## config.mk

```make
export PLATFORM = sky130hd
export DESIGN_NAME = snapshot_serializer_flat
export DESIGN_NICKNAME = d
export VERILOG_FILES = /design/src/rtl/debug_pkg.sv /design/src/rtl/snapshot_serializer_if.sv /design/src/rtl/byte_mux_shadow.sv /design/src/rtl/snapshot_serializer.sv /design/src/flat_wrapper.sv
export SDC_FILE = /design/constraint.sdc
export NUM_CORES = 2
export LEC_CHECK = 0
export BUFFER_PORTS_ARGS = -buffer_cell sky130_fd_sc_hd__buf_2
export CORE_AREA = 8 8 541 543
export DETAILED_ROUTE_END_ITERATION = 12
export DIE_AREA = 0 0 549 551
export HOLD_SLACK_MARGIN = 0.1
export PLACE_DENSITY = 0.49
export RECOVER_POWER = 50
export SLEW_MARGIN = 20
export SYNTH_ARGS = -nofsm -noshare
export SYNTH_HDL_FRONTEND = slang
export SYNTH_SLANG_ARGS = --single-unit
```

## constraint.sdc

```tcl
create_clock -name top_clk -period 11.8 [get_ports top_clk]
set_input_delay 3.54 -clock top_clk [delete_from_list [all_inputs] [get_ports top_clk]]
set_output_delay 3.54 -clock top_clk [all_outputs]
set_load 0.02 [all_outputs]
```

## src/rtl/debug_pkg.sv

```systemverilog
// rtl/debug_pkg.sv - shared FSM encoding, header byte and snapshot field widths
package debug_pkg;

    typedef enum logic [1:0] {
        SER_IDLE,
        SER_ISSUE,
        SER_WAIT,
        SER_FINISH
    } ser_state_t;

    localparam logic [7:0] HEADER_DEFAULT = 8'hA5;

    localparam int INSTR_W = 32;
    localparam int PC_W    = 7;
    localparam int IF_ID_W = 39;
    localparam int ID_EX_W = 127;
    localparam int EX_M_W  = 72;
    localparam int M_WB_W  = 71;
    localparam int REGS_W  = 1024;
    localparam int DMEM_W  = 32;

    localparam int SNAP_STATE_W = INSTR_W + PC_W + IF_ID_W + ID_EX_W
                                + EX_M_W + M_WB_W + REGS_W + DMEM_W;
    // The debug unit zero-pads the state up to a whole number of bytes.
    localparam int SNAP_W = ((SNAP_STATE_W + 7) / 8) * 8;

    function automatic int frame_idx_w(input int data_w);
        return $clog2(data_w / 8 + 2);
    endfunction

endpackage

```

## src/rtl/snapshot_serializer_if.sv

```systemverilog
// rtl/snapshot_serializer_if.sv - byte handshake between the serializer and uart_tx
interface snapshot_serializer_if;

    logic       tx_start;
    logic [7:0] tx_bus;
    logic       tx_done_tick;

    modport master (
        output tx_start,
        output tx_bus,
        input  tx_done_tick
    );

    modport slave (
        input  tx_start,
        input  tx_bus,
        output tx_done_tick
    );

endinterface

```

## src/rtl/byte_mux_shadow.sv

```systemverilog
// rtl/byte_mux_shadow.sv - shadow copy of the snapshot and data-byte selector
module byte_mux_shadow #(
    parameter int DATA_W = 32,
    parameter int IDX_W  = 3
) (
    input  logic              clk,
    input  logic              rst_n,
    input  logic              load,
    input  logic [DATA_W-1:0] snap_data,
    input  logic [IDX_W-1:0]  data_idx,
    output logic [7:0]        data_byte
);

    logic [DATA_W-1:0] shadow_q;

    always_ff @(posedge clk or negedge rst_n) begin
        if (!rst_n) begin
            shadow_q <= '0;
        end else if (load) begin
            shadow_q <= snap_data;
        end
    end

    // Byte k lives at bits [8k+7:8k]; indices past the end read as zero.
    assign data_byte = 8'(shadow_q >> {data_idx, 3'b000});

endmodule

```

## src/rtl/snapshot_serializer.sv

```systemverilog
// rtl/snapshot_serializer.sv - frames a captured snapshot into header, data bytes and XOR checksum
module snapshot_serializer
    import debug_pkg::*;
#(
    parameter int         DATA_W  = SNAP_W,
    parameter logic [7:0] HEADER  = HEADER_DEFAULT,
    parameter int         TIMEOUT = 65535
) (
    input  logic                  top_clk,
    input  logic                  top_rst,
    input  logic                  start,
    input  logic [DATA_W-1:0]     snap_data,
    snapshot_serializer_if.master uart,
    output logic                  busy,
    output logic                  frame_done,
    output logic                  timeout_err
);

    localparam int N     = DATA_W / 8;
    localparam int IDX_W = frame_idx_w(DATA_W);
    localparam int WD_W  = $clog2(TIMEOUT + 1);

    localparam logic [IDX_W-1:0] LAST_IDX = IDX_W'(N + 1);
    localparam logic [WD_W-1:0]  WD_LIMIT = WD_W'(TIMEOUT - 1);

    ser_state_t       state_q, state_d;
    logic [IDX_W-1:0] idx_q, idx_d;
    logic [7:0]       csum_q, csum_d;
    logic [WD_W-1:0]  wdog_q, wdog_d;

    logic             load;
    logic             is_data;
    logic [IDX_W-1:0] data_idx;
    logic [7:0]       data_byte;
    logic [7:0]       cur_byte;
    logic             tx_start_c;
    logic [7:0]       tx_bus_c;

    byte_mux_shadow #(
        .DATA_W (DATA_W),
        .IDX_W  (IDX_W)
    ) u_byte_mux_shadow (
        .clk       (top_clk),
        .rst_n     (top_rst),
        .load      (load),
        .snap_data (snap_data),
        .data_idx  (data_idx),
        .data_byte (data_byte)
    );

    assign data_idx = idx_q - 1'b1;
    assign is_data  = (idx_q != '0) && (idx_q != LAST_IDX);
    assign cur_byte = (idx_q == '0)      ? HEADER :
                      (idx_q == LAST_IDX) ? csum_q : data_byte;

    always_ff @(posedge top_clk or negedge top_rst) begin
        if (!top_rst) begin
            state_q <= SER_IDLE;
            idx_q   <= '0;
            csum_q  <= '0;
            wdog_q  <= '0;
        end else begin
            state_q <= state_d;
            idx_q   <= idx_d;
            csum_q  <= csum_d;
            wdog_q  <= wdog_d;
        end
    end

    always_comb begin
        state_d     = state_q;
        idx_d       = idx_q;
        csum_d      = csum_q;
        wdog_d      = wdog_q;
        load        = 1'b0;
        tx_start_c  = 1'b0;
        tx_bus_c    = 8'h00;
        frame_done  = 1'b0;
        timeout_err = 1'b0;

        case (state_q)
            SER_IDLE: begin
                if (start) begin
                    load    = 1'b1;
                    idx_d   = '0;
                    csum_d  = '0;
                    state_d = SER_ISSUE;
                end
            end
            SER_ISSUE: begin
                tx_start_c = 1'b1;
                tx_bus_c   = cur_byte;
                wdog_d     = '0;
                if (is_data) begin
                    csum_d = csum_q ^ data_byte;
                end
                state_d = SER_WAIT;
            end
            SER_WAIT: begin
                tx_bus_c = cur_byte;
                // An acknowledge in the last watchdog cycle still wins over the abort.
                if (uart.tx_done_tick) begin
                    if (idx_q == LAST_IDX) begin
                        state_d = SER_FINISH;
                    end else begin
                        idx_d   = idx_q + 1'b1;
                        state_d = SER_ISSUE;
                    end
                end else if (wdog_q == WD_LIMIT) begin
                    timeout_err = 1'b1;
                    state_d     = SER_IDLE;
                end else begin
                    wdog_d = wdog_q + 1'b1;
                end
            end
            SER_FINISH: begin
                frame_done = 1'b1;
                state_d    = SER_IDLE;
            end
            default: begin
                state_d = SER_IDLE;
            end
        endcase
    end

    assign busy          = (state_q != SER_IDLE);
    assign uart.tx_start = tx_start_c;
    assign uart.tx_bus   = tx_bus_c;

endmodule

```

## src/flat_wrapper.sv

```systemverilog
// flat-port wrapper written by rule: the top's interface ports become plain ports
module snapshot_serializer_flat import debug_pkg::*;
#(
    parameter int         DATA_W  = SNAP_W,
    parameter logic [7:0] HEADER  = HEADER_DEFAULT,
    parameter int         TIMEOUT = 65535
)
  (top_clk, top_rst, start, snap_data, busy, frame_done, timeout_err, uart_tx_start, uart_tx_bus, uart_tx_done_tick);
  snapshot_serializer_if uart_i ();
  input  logic top_clk;
  input  logic top_rst;
  input  logic start;
  input  logic [DATA_W-1:0] snap_data;
  output logic busy;
  output logic frame_done;
  output logic timeout_err;
  output wire logic [$bits(uart_i.tx_start)-1:0] uart_tx_start;
  output wire logic [$bits(uart_i.tx_bus)-1:0] uart_tx_bus;
  input wire logic [$bits(uart_i.tx_done_tick)-1:0] uart_tx_done_tick;
  assign uart_tx_start = uart_i.tx_start;
  assign uart_tx_bus = uart_i.tx_bus;
  assign uart_i.tx_done_tick = uart_tx_done_tick;
  snapshot_serializer #(.DATA_W(DATA_W), .HEADER(HEADER), .TIMEOUT(TIMEOUT)) u_core (.top_clk(top_clk), .top_rst(top_rst), .start(start), .snap_data(snap_data), .uart(uart_i), .busy(busy), .frame_done(frame_done), .timeout_err(timeout_err));
endmodule
```

==> impl_metrics.csv <==
group,metric,value,unit
run_status,status,"finished, violations left",
run_status,violations,"capacitance limit, slew limit",
clock_network,clkLatencyLatePin,830,ps
routing,drt_iter0_drc,5086,
clock_network,post_cts_buffers,0,
routing,vias,57300,
clock_network,root_buffer,"clkbuf_16",
place,gp_congestion,0.912,
global_routing,grt_max_degree,238,
sta,finalSetupTns,0,ps
sta,skew,69.8,ps
logic_synthesis,syn_inst,7137,
power_and_ir_drop,p_switching,11.7,mW
clock_network,clock_path_buffers,4,
worst_setup_path,slowest_delay,1010,ps
logic_synthesis,synth_xor_area_share,0.305,%
clock_network,clock-sinks,1442,
clock_network,cts_buffers,180,
worst_setup_path,worst_path_most_repeated_cell,"mux4_2",
logic_synthesis,ys_ff_latch,1442,
routing,wire_per_inst,27.5,um
routing,ant_nets,0,
worst_setup_path,crit_path_top_delay_cell,"ha_4",
clock_network,cts.reportedPaths.clkPinSlew,60,ps
sta,holdWs,469,ps
power_and_ir_drop,p_leak,42.8,nW
logic_synthesis,ys_seq_area_share,54.2,%
final_layout,drive_gt1_share,25.7,%
global_routing,antenna_found_initial,97,
sta,tightest_slew,6890,ps
logic_synthesis,syn_nets,8559,
place,dp_hpwl,265,mm
clock_network,post_cts_resized,0,
floorplanning,die_x,549,um
logic_synthesis,synthArstFlopShare,100,%
power_and_ir_drop,intPower,15.1,mW
worst_setup_path,path_max_fanout,44,
global_routing,grtUsageTotal,21.6,%
logic_synthesis,ys.warnings.count,0,
sta,hold_viol,0,
logic_synthesis,syn_area_per_cell,9.32,um2
logic_synthesis,synth_flop_cell,"dfrtp_1",
sta,slew_viol_final,1388,
logic_synthesis,synth_mux_area_share,13.4,%
final_layout,finalNetCount,9798,
routing,routed_wl,339,mm
worst_hold_path,worstHoldPathType,"flop to flop",
worst_setup_path,crit_family,"buffers and inverters",
floorplanning,row_count,196,
global_routing,grt_pass1_wl,468,mm
worst_setup_path,worstSetupPathType,"flop to primary output",
worst_setup_path,cp.required,8260,ps
worst_setup_path,end_kind,"primary output",
worst_setup_path,start_kind,"flop",
floorplanning,dieArea,302000,um2
power_and_ir_drop,peakVddDrop,0.163,mV
sta,rsz0062_at_grt,"false",
sta,fin_crit_sh,88.3,%
logic_synthesis,synth_compound_area_share,1.88,%
floorplanning,core_area,284000,um2
logic_synthesis,synthSimpleGateAreaFrac,26.7,%
sta,min_period,10420,ps
clock_network,cts_hold_buf,0,
clock_network,cts_tree,"built",
floorplanning,io_pins,1424,
power_and_ir_drop,pwr-share-seq,33.6,%
worst_setup_path,crit_arrival,6880,ps
sta,setup_viol,0,
floorplanning,initial_utilization,23.4,%
power_and_ir_drop,clkPwrFrac,21.0,%
floorplanning,dieHeight,551,um
power_and_ir_drop,swShare,43.7,%
clock_network,h-tree-depth,4,
sta,slew_headroom,-359,%
power_and_ir_drop,powerDensity,322,nW/um2
final_layout,area_growth,24.9,%
logic_synthesis,synth_area,66500,um2
place,portBuffers,1423,
sta,fmax,96.0,MHz
routing,firstDrtPassIters,6,
power_and_ir_drop,p_comb_share,45.5,%
logic_synthesis,synth_top_family_by_area,"simple AND/OR/NAND/NOR gates",
logic_synthesis,synth-edff-count,0,
routing,remaining_drc_errors,0,
logic_synthesis,ys_types,88,
routing,via_per_inst,4.66,
worst_setup_path,path_buf_inv,4,
worst_setup_path,cp_cell_sequence,"inv_2 > ha_4 > buf_12 > buf_4 > mux4_2 > mux4_2 > a221oi_2 > o22ai_2 > nand2_1 > a21oi_1 > buf_2",
run,maxCapViolations,15,
global_routing,overflow,0,
logic_synthesis,synthAdderAreaFrac,0.188,%
global_routing,grt_pass1_vias,60300,
Yosys cell counts, types with 3 or more instances:
cell type | number | area share [%]
a2111oi_0 | 5 | 0.066
a211oi_1 | 12 | 0.14
a22oi_1 | 11 | 0.12
nor4_1 | 4 | 0.038
or3_1 | 10 | 0.094
buf_4 | 19 | 0.21
o21ai_1 | 3 | 0.023
and2_1 | 9 | 0.085
a311oi_1 | 7 | 0.092
dfrtp_1 | 1442 | 54
a31oi_1 | 15 | 0.14
mux4_1 | 12 | 0.47
nand2_1 | 4389 | 25
a2111oi_2 | 3 | 0.068
mux2_2 | 8 | 0.14
a41oi_1 | 3 | 0.040
buf_12 | 4 | 0.12
nor2_1 | 82 | 0.46
o21ai_0 | 11 | 0.083
a21oi_1 | 19 | 0.14
xnor2_1 | 5 | 0.066
mux2i_1 | 33 | 0.50
buf_1 | 19 | 0.11
o22ai_1 | 13 | 0.12
o311ai_1 | 4 | 0.053
and4b_1 | 3 | 0.045
buf_2 | 42 | 0.32
nor3_2 | 3 | 0.045
buf_6 | 33 | 0.56
nand4_1 | 26 | 0.24
and3_1 | 17 | 0.16
ha_1 | 10 | 0.19
nand3_1 | 57 | 0.43
mux4_2 | 362 | 12
xor2_1 | 15 | 0.20
a211o_1 | 3 | 0.040
a32oi_1 | 9 | 0.12
inv_1 | 11 | 0.062
clkbuf_1 | 335 | 1.9
o2111ai_1 | 3 | 0.040
worst reg2reg max path, cell delays in order, from the launching register on:
cell	delay (ps)
dfrtp_1	430
inv_1	100
ha_1	250
and2_0	2560
clkbuf_2	2740
nand2_1	1250
nand2_1	220
final timing paths:
| check | startpoint | endpoint | depth (start not counted) | slack (ps) |
|---|---|---|---|---|
| setup / recovery | u_core.idx_q[0] | uart_tx_bus[1] | 11 | 1380 |
| hold / removal | u_core.u_byte_mux_shadow.shadow_q[676] | u_core.u_byte_mux_shadow.shadow_q[676] | 2 | 470 |
| setup reg to reg | u_core.state_q[0] | u_core.u_byte_mux_shadow.shadow_q[1152] | 6 | 4180 |
| hold reg to reg | u_core.u_byte_mux_shadow.shadow_q[676] | u_core.u_byte_mux_shadow.shadow_q[676] | 2 | 470 |
| max in group asynchronous | top_rst | u_core.u_byte_mux_shadow.shadow_q[896] | 3 | 1910 |
| min in group asynchronous | top_rst | u_core.u_byte_mux_shadow.shadow_q[366] | 1 | 5250 |
registers in the layout, indices dropped and copies added (netlist names):
register and count:
u_core.csum_q 8, u_core.state_q 2, u_core.u_byte_mux_shadow.shadow_q 1408, u_core.idx_q 8, u_core.wdog_q 16
final cells by class:
| cell class | count | area [um2] |
|---|---|---|
| Fill cell | 30100 | 201000 |
| Sequential cell | 1442 | 36100 |
| Timing Repair Buffer | 1509 | 7960 |
| Clock buffer | 262 | 5250 |
| Inverter | 12 | 45.0 |
| Antenna cell | 26 | 65.1 |
| Tap cell | 3762 | 4710 |
| Multi-Input combinational cell | 5231 | 28300 |
| Clock inverter | 48 | 623 |
layer usage:
metal | part of all wire (%) | global-route usage (%) | routed length [um]
met5 | 0.10 | 0 | 345
met4 | 3.6 | 6.97 | 12200
met3 | 6.8 | 4.58 | 23000
met2 | 48 | 36.5 | 163000
met1 | 41 | 27.6 | 140000
power by group through the flow:
stage	Combinational [mW]	Clock [mW]	Sequential, mW
2_1_floorplan	7.56	0	8.10
3_3_place_gp	12.2	0	9.06
3_5_place_dp	12.4	0	9.03
4_1_cts	12.4	5.77	8.97
5_1_grt	13.3	5.96	9.18
6_report	12.2	5.61	8.98
per-stage QoR:
| stage | util [%] | cell area [um2] | worst slack, ps | total power, mW | instances |
|---|---|---|---|---|---|
| 6_report | 29.3 | 83100 | 1380 | 26.8 | 12300 |
| 5_1_grt | 29.2 | 83000 | 739 | 28.4 | 12300 |
| 4_1_cts | 29.3 | 83200 | 1140 | 27.2 | 12300 |
| 3_5_place_dp | 27.2 | 77300 | 2080 | 21.4 | 12000 |
| 3_3_place_gp | 27.2 | 77200 | 1570 | 21.3 | 12000 |
| 2_1_floorplan | - | 66500 | 4260 | 15.7 | 7137 |
kinds of logic (layout without fill, tap and decap cells):
family | after synthesis | in the layout
XOR/XNOR | 21 | 21
adder cells (fa/ha/maj) | 10 | 10
flip-flops | 1442 | 1442
AND/OR/NAND/NOR | 4626 | 4626
other | 0 | 26
AO/OA/AOI/OAI | 157 | 157
buffers and inverters | 464 | 1831
multiplexers | 417 | 417
cell usage in the layout, fill, tap and decap left out, drive strengths merged, types with 4 or more instances in the layout:
cell type and count:
o22ai 14, inv 22, mux4 374, a21oi 22, bufinv 12, buf 1487, or3 11, nand2 4392
diode 26, nor3 4, a211oi 14, clkinv 23, a311oi 7, and2 11, nand3 57, xor2 15
a41oi 4, o311ai 8, or2 4, a31oi 15, a22oi 11, o21ai 15, xnor2 6, nor4 6
nand4 26, ha 10, a32oi 9, dfrtp 1442, mux2 10, a2111oi 8, clkbuf 284, nor2 83
mux2i 33, and3 17
(Power assumes the default switching activity.)
